$ cat src/rtl/wb3_rr_arbiter.sv
`default_nettype none
// +--------------------------------------------------------------------------+
// | wb3_rr_arbiter: two-master round-robin Wishbone B3 arbiter with watchdog |
// | Revision: 1.0                                                            |
// +--------------------------------------------------------------------------+
module wb3_rr_arbiter #(
  parameter int ADDR_WIDTH = 3,
  parameter int DATA_WIDTH = 8,
  parameter int TIMEOUT    = 255
) (
  input  logic                  clk,
  input  logic                  arst,
  input  logic [ADDR_WIDTH-1:0] m0_addr,
  input  logic [DATA_WIDTH-1:0] m0_dat_i,
  output logic [DATA_WIDTH-1:0] m0_dat_o,
  input  logic                  m0_we,
  input  logic                  m0_stb,
  input  logic                  m0_cyc,
  output logic                  m0_ack,
  output logic                  m0_err,
  input  logic [ADDR_WIDTH-1:0] m1_addr,
  input  logic [DATA_WIDTH-1:0] m1_dat_i,
  output logic [DATA_WIDTH-1:0] m1_dat_o,
  input  logic                  m1_we,
  input  logic                  m1_stb,
  input  logic                  m1_cyc,
  output logic                  m1_ack,
  output logic                  m1_err,
  output logic [ADDR_WIDTH-1:0] s_addr,
  output logic [DATA_WIDTH-1:0] s_dat_o,
  output logic                  s_we,
  output logic                  s_stb,
  output logic                  s_cyc,
  input  logic [DATA_WIDTH-1:0] s_dat_i,
  input  logic                  s_ack,
  output logic [1:0]            gnt
);

  typedef enum logic [1:0] {
    S_IDLE  = 2'd0,
    S_OWN   = 2'd1,
    S_DRAIN = 2'd2
  } state_t;

  // The current stalled cycle counts itself, so the hit is one below TIMEOUT.
  localparam logic [7:0] C_WDOG_HIT = 8'(TIMEOUT - 1);

  state_t                r_state, w_state_nxt;
  logic [1:0]            r_gnt, w_gnt_nxt;
  logic                  r_last, w_last_nxt;
  logic [7:0]            r_wdog, w_wdog_nxt;
  logic                  w_err;

  logic                  w_own1;
  logic                  w_pick1;
  logic                  w_o_cyc;
  logic                  w_o_stb;
  logic                  w_o_we;
  logic [ADDR_WIDTH-1:0] w_o_addr;
  logic [DATA_WIDTH-1:0] w_o_dat;

  assign w_own1   = r_gnt[1];
  assign w_o_cyc  = w_own1 ? m1_cyc   : m0_cyc;
  assign w_o_stb  = w_own1 ? m1_stb   : m0_stb;
  assign w_o_we   = w_own1 ? m1_we    : m0_we;
  assign w_o_addr = w_own1 ? m1_addr  : m0_addr;
  assign w_o_dat  = w_own1 ? m1_dat_i : m0_dat_i;

  // On a tie the master that did not win last time is chosen.
  assign w_pick1  = m1_cyc & (~m0_cyc | ~r_last);

  always_ff @(posedge clk or negedge arst) begin
    if (!arst) begin
      r_state <= S_IDLE;
      r_gnt   <= 2'b00;
      r_last  <= 1'b1;
      r_wdog  <= 8'd0;
    end else begin
      r_state <= w_state_nxt;
      r_gnt   <= w_gnt_nxt;
      r_last  <= w_last_nxt;
      r_wdog  <= w_wdog_nxt;
    end
  end

  always_comb begin
    w_state_nxt = r_state;
    w_gnt_nxt   = r_gnt;
    w_last_nxt  = r_last;
    w_wdog_nxt  = 8'd0;
    w_err       = 1'b0;
    case (r_state)
      S_IDLE: begin
        if (m0_cyc || m1_cyc) begin
          w_state_nxt = S_OWN;
          w_gnt_nxt   = w_pick1 ? 2'b10 : 2'b01;
          w_last_nxt  = w_pick1;
        end
      end
      S_OWN: begin
        if (!w_o_cyc) begin
          w_state_nxt = S_IDLE;
          w_gnt_nxt   = 2'b00;
        end else if (w_o_stb && !s_ack) begin
          if (r_wdog == C_WDOG_HIT) begin
            w_err       = 1'b1;
            w_state_nxt = S_DRAIN;
          end else begin
            w_wdog_nxt = r_wdog + 8'd1;
          end
        end
      end
      S_DRAIN: begin
        if (!w_o_cyc) begin
          w_state_nxt = S_IDLE;
          w_gnt_nxt   = 2'b00;
        end
      end
      default: begin
        w_state_nxt = S_IDLE;
        w_gnt_nxt   = 2'b00;
      end
    endcase
  end

  always_comb begin
    s_addr   = '0;
    s_dat_o  = '0;
    s_we     = 1'b0;
    s_stb    = 1'b0;
    s_cyc    = 1'b0;
    m0_ack   = 1'b0;
    m0_err   = 1'b0;
    m0_dat_o = '0;
    m1_ack   = 1'b0;
    m1_err   = 1'b0;
    m1_dat_o = '0;
    if (r_state == S_OWN && w_o_cyc) begin
      s_addr  = w_o_addr;
      s_dat_o = w_o_dat;
      s_we    = w_o_we;
      s_stb   = w_o_stb;
      s_cyc   = 1'b1;
      if (w_own1) begin
        m1_ack   = s_ack;
        m1_err   = w_err;
        m1_dat_o = s_dat_i;
      end else begin
        m0_ack   = s_ack;
        m0_err   = w_err;
        m0_dat_o = s_dat_i;
      end
    end
  end

  assign gnt = r_gnt;

endmodule
`default_nettype wire

$ cat config.mk
export PLATFORM = sky130hd
export DESIGN_NAME = wb3_rr_arbiter
export DESIGN_NICKNAME = d
export VERILOG_FILES = /design/src/rtl/wb3_rr_arbiter.sv
export SDC_FILE = /design/constraint.sdc
export NUM_CORES = 1
export LEC_CHECK = 0
export CAP_MARGIN = 40
export CORE_MARGIN = 8
export CORE_UTILIZATION = 34
export DETAILED_ROUTE_END_ITERATION = 16
export GPL_TIMING_DRIVEN = 1
export PLACE_DENSITY_LB_ADDON = 0.3
export REMOVE_ABC_BUFFERS = 1
export SYNTH_ARGS = -nofsm -noshare
export SYNTH_HDL_FRONTEND = slang
export SYNTH_SLANG_ARGS = --single-unit
$ cat constraint.sdc
create_clock -name clk -period 2.2 [get_ports clk]
set_input_delay 0.44 -clock clk [delete_from_list [all_inputs] [get_ports clk]]
set_output_delay 0.44 -clock clk [all_outputs]
set_load 0.01 [all_outputs]
Word-level counts from Yosys, hierarchy flattened:

Cells that the tools add are included.

* input bits: 39
* word-level logic and storage cells: 65
* flip-flop bits (word level): 13

* add/sub/neg operators: 1
* reduce and logical (&&, ||, !) cells: 9
* multiplexer cells: 39
* bitwise operators: 4
* eq/ne operators: 8

Operators by type and width (number)
* 2-to-1 mux 8 bit: 10
* 2-to-1 mux 1 bit: 18
* 2-to-1 mux 2 bit: 7
* adder 8 x 1 -> 8 bit, second input constant: 1
* == test 8 bit, second input constant: 1
* 2-to-1 mux 3 bit: 2
* inequality test 2 bit, second input constant: 3
* inequality test 3 bit, second input constant: 2
* one-hot mux 2 bit (3 select lines): 1
* one-hot mux 2 bit (2 select lines): 1
* AND reduction 2 bit: 2
* AND reduction 4 bit: 1
* == test 2 x 1 -> 1 bit, second input constant: 1
* == test 2 bit, second input constant: 1
* logical AND 1 bit: 2
* logical NOT 2 bit: 1
* NOT 1 bit: 2
* OR reduction 2 bit: 1
* AND 1 bit: 1
* logical NOT 1 bit: 1
* logical OR 1 bit: 1
* bitwise OR 1 bit: 1

Depth between registers and ports, before layout:

* word-level depth: 7
* gate-level depth with buffers: 6
* gate-level depth less buffers: 6

Worst setup path before layout:

Ideal clock, no wire load.

* kind: reg2out
* from: register r_state[1]
* to: output s_addr[0]
* slack: 380 ps
* required time: 1760 ps
* arrival time: 1380 ps
* cell stages (with the launch flop): 7
* buffers on the path: 1
* cells stage by stage: dfrtp_1 inv_1 ha_1 nand2_1 nor2_1 clkbuf_1 a22o_1

* longest elaborated chain between the ends: 3

RTL lines
* start: declaration: RTL line 48 `state_t r_state, w_state_nxt;`
* start signal: assignment: RTL line 79 `r_state <= w_state_nxt;`
* == test 2 x 1 -> 1 bit: RTL line 138 `if (r_state == S_OWN && w_o_cyc) begin`
* logical AND 1 bit: RTL line 138
* 2-to-1 mux 3 bit: RTL line 138
* end: declaration: RTL line 29 `output logic [ADDR_WIDTH-1:0] s_addr,`

No other way between the ends.

Final worst setup path:

* from: input m0_cyc
* to: output s_cyc

* longest elaborated chain between the ends: 3

RTL lines
* start: declaration: RTL line 18 `input logic m0_cyc,`
* 2-to-1 mux 1 bit: RTL line 63 `assign w_o_cyc = w_own1 ? m1_cyc : m0_cyc;`
* logical AND 1 bit: RTL line 138
* 2-to-1 mux 1 bit: RTL line 138
* end: declaration: RTL line 33 `output logic s_cyc,`

No other way between the ends.

==> flow_metrics.tcl <==
set metrics [dict create \
    cts_tree "done" \
    wl_per_cell_um 16.3 \
    synth-main-ff-cell "dfrtp_1" \
    fin_worst_skew_ns 0.0104 \
    synth_area_leaders "dfrtp_1 29%, and2_1 12%, a22o_1 10%, ha_1 7.3%, nor2_1 4.0%" \
    rows 20 \
    reg2reg_slack_ns 0.32 \
    synth-xor-area-share 0.0509 \
    io-pin-count 75 \
    cts_hold_buf 0 \
    post_layout_nonfiller_instances 242 \
    avgSynthCellArea_um2 8.98 \
    hold_viol 0 \
    r2r-start "gnt[1]" \
    yosysWarningCount 0 \
    clockBufferDepth 2 \
    total_power_w 0.00133 \
    clock-root-buffer "clkbuf_4" \
    synthArstFlopShare 1.00 \
    n_fill_cell 259 \
    cts.htree.levels 1 \
    max_freq_mhz 470 \
    pre_cts_slack_ns -0.291 \
    grt_use_total 0.156 \
    fin_crit_ns 2.13 \
    vias_per_cell 4.92 \
    outcome "finished clean" \
    grt_pass1_vias 1220 \
    numCtsBuffers 3 \
    path_class "in2out" \
    die_area_um2 5060 \
    maxCapViolCount 0 \
    synth_most_common_cell "and2_1" \
    p_per_area_nw_per_um2 683 \
    wl_mm 3.95 \
    power.leakage_nw 0.926 \
    synth_top_cells_by_count "19 x and2_1, 12 x a22o_1, 12 x dfrtp_1, 11 x nor2_1" \
    diodes 0 \
    dp_hpwl_mm 3.36 \
    synth-simple-area-share 0.274 \
    synth_cell_types 29 \
    cp.arrival_ns 1.69 \
    postLayoutCoreUtil 0.654 \
    first_pass_iters 5 \
    mappedNetlistArea_um2 1030 \
    vias 1190 \
    yosysTopAreaCell "dfrtp_1" \
    ant_nets 0 \
    nets 255 \
    synth_top_area_share 0.291 \
    finalWeightedCongestion 0.757 \
    holdCritPathClass "in2async" \
    ys_seq_area_frac 0.316 \
    worstSetupEndpointType "output port" \
    r2r-end "r_state[0]" \
    clk_latency_ns 0.28 \
    required_ns 1.76 \
    drive_above_1_share 0.273 \
    die_y_um 71.1 \
    antenna_found_initial 0 \
    synth_top_family_by_area "simple AND/OR/NAND/NOR gates" \
    area_growth_pct 88.7 \
    critPathLaunchType "input pin" \
    ir_drop_mv 0.648 \
    grt_overflow 0 \
    rr_worst_depth 7 \
    rsz0062_at_grt "no" \
    core_um2 2980 \
    setup_viol 0 \
    dp.cells 235 \
    grt_max_degree 17 \
    clkTransAtPathRegs_ns 0.09 \
    synth-compound-area-share 0.196 \
    io_buffers 74 \
    layout_setup_ws_ns 0.0711 \
    fin_crit_sh 0.968 \
    start_util 0.347 \
    synth-edff-count 0 \
    synth_seq_cells 13 \
    drt_iter0_markers 43 \
    hold_slack_ns 0.522 \
    report.final.slew_viol_count 0 \
    worstMarginPinSlew_ns 0.635 \
    slew_headroom 0.576 \
    cp_max_fo 3 \
    synthCells 115 \
    synth_mux_area_frac 0.0388 \
    die_w_um 71.1 \
    drc 0 \
    grt_first_pass_wirelength_mm 6.40 \
    cts.sinks 13 \
    synth_adder_area_share 0.0727 \
]
==> critical path, stage by stage <==
cell and delay, ns:
clkdlybuf4s50_1 0.43, buf_4 0.16, mux2_4 0.27, nand2_2 0.08, inv_1 0.04, dlygate4sd2_1 0.27
==> final cells by class <==
| type | count | area (um^2) | share of cell area |
|---|---|---|---|
| clock buffer | 3 | 22.5 | 0.0116 |
| timing repair buffer | 95 | 835 | 0.428 |
| clock inverter | 1 | 5.00 | 0.00257 |
| sequential | 13 | 327 | 0.168 |
| multi-input combinational | 90 | 692 | 0.355 |
| tap | 33 | 41.3 | 0.0212 |
| inverter | 7 | 26.3 | 0.0135 |
==> flip-flops by register name, summed over array words and instances (netlist names) <==
register	flops
gnt	2
r_wdog	8
r_last	1
r_state	2
==> worst max-delay path by stage <==
stage	startpoint	to	slack, ns	cells past startpoint
2_1_floorplan	r_state[1]	m0_err	0.14	5
3_3_place_gp	m0_cyc	s_dat_o[3]	-0.24	6
3_5_place_dp	m0_cyc	s_addr[2]	-0.29	6
4_1_cts	r_state[1]	m0_dat_o[2]	0.01	7
5_1_grt	gnt[1]	m1_err	0.005	5
6_report	m0_cyc	s_cyc	0.07	6
==> placed cells by master (no fill, tap or decap), types with 2 or more instances in the layout <==
| master | synthesis | final |
|---|---|---|
| clkdlybuf4s50_1 | 0 | 38 |
| and2_1 | 19 | 19 |
| buf_4 | 0 | 18 |
| clkbuf_2 | 0 | 14 |
| a22o_1 | 12 | 12 |
| dfrtp_1 | 12 | 12 |
| nor2_1 | 11 | 10 |
| dlygate4sd2_1 | 0 | 10 |
| clkdlybuf4s15_1 | 0 | 9 |
| inv_1 | 7 | 7 |
| nand2_1 | 7 | 5 |
| ha_1 | 6 | 5 |
| nand3_1 | 5 | 4 |
| xnor2_1 | 4 | 4 |
| o21ai_0 | 3 | 3 |
| a21oi_1 | 3 | 3 |
| clkbuf_4 | 0 | 3 |
| mux2_4 | 2 | 2 |
| nand2_2 | 0 | 2 |
| xor2_1 | 2 | 2 |
| nor3_1 | 2 | 2 |
| and2_2 | 2 | 2 |
| a32o_1 | 2 | 2 |
| buf_6 | 1 | 2 |
==> what timing repair did <==
item,CTS,global route
buffers inserted,2,0
pin swaps,1,1
setup endpoints to repair,34,33
gates resized for setup,50,41
hold endpoints to repair,0,0
cloned,1,0
==> where the power goes <==
part	internal [W]	switching, W
Clock	0.0000674	0.0000829
Sequential	0.000283	0.0000577
Combinational	0.000468	0.000371
==> logic make-up after synthesis <==
logic type / Yosys count
flops: 13
xor+xnor: 6
mux: 3
compound gates: 25
buf+inv: 12
simple gates: 50
fa+ha+maj: 6
==> stage by stage <==
stage / cell area, um^2 / setup TNS, ns
CTS: 1970 / 0
global route: 1950 / 0
global placement: 1940 / -7.07
finish: 1950 / 0
floorplan: 1010 / 0
detailed placement: 1940 / -8.06
==> metal layers <==
metal / part of all wire / up-vias / global-route usage
met5: 0 / - / 0
met4: 0 / 0 / 0.0139
met3: 0.053 / 0 / 0.0353
met2: 0.51 / 44 / 0.302
met1: 0.43 / 554 / 0.172
li1: - / 592 / -
(Power assumes the default switching activity.)
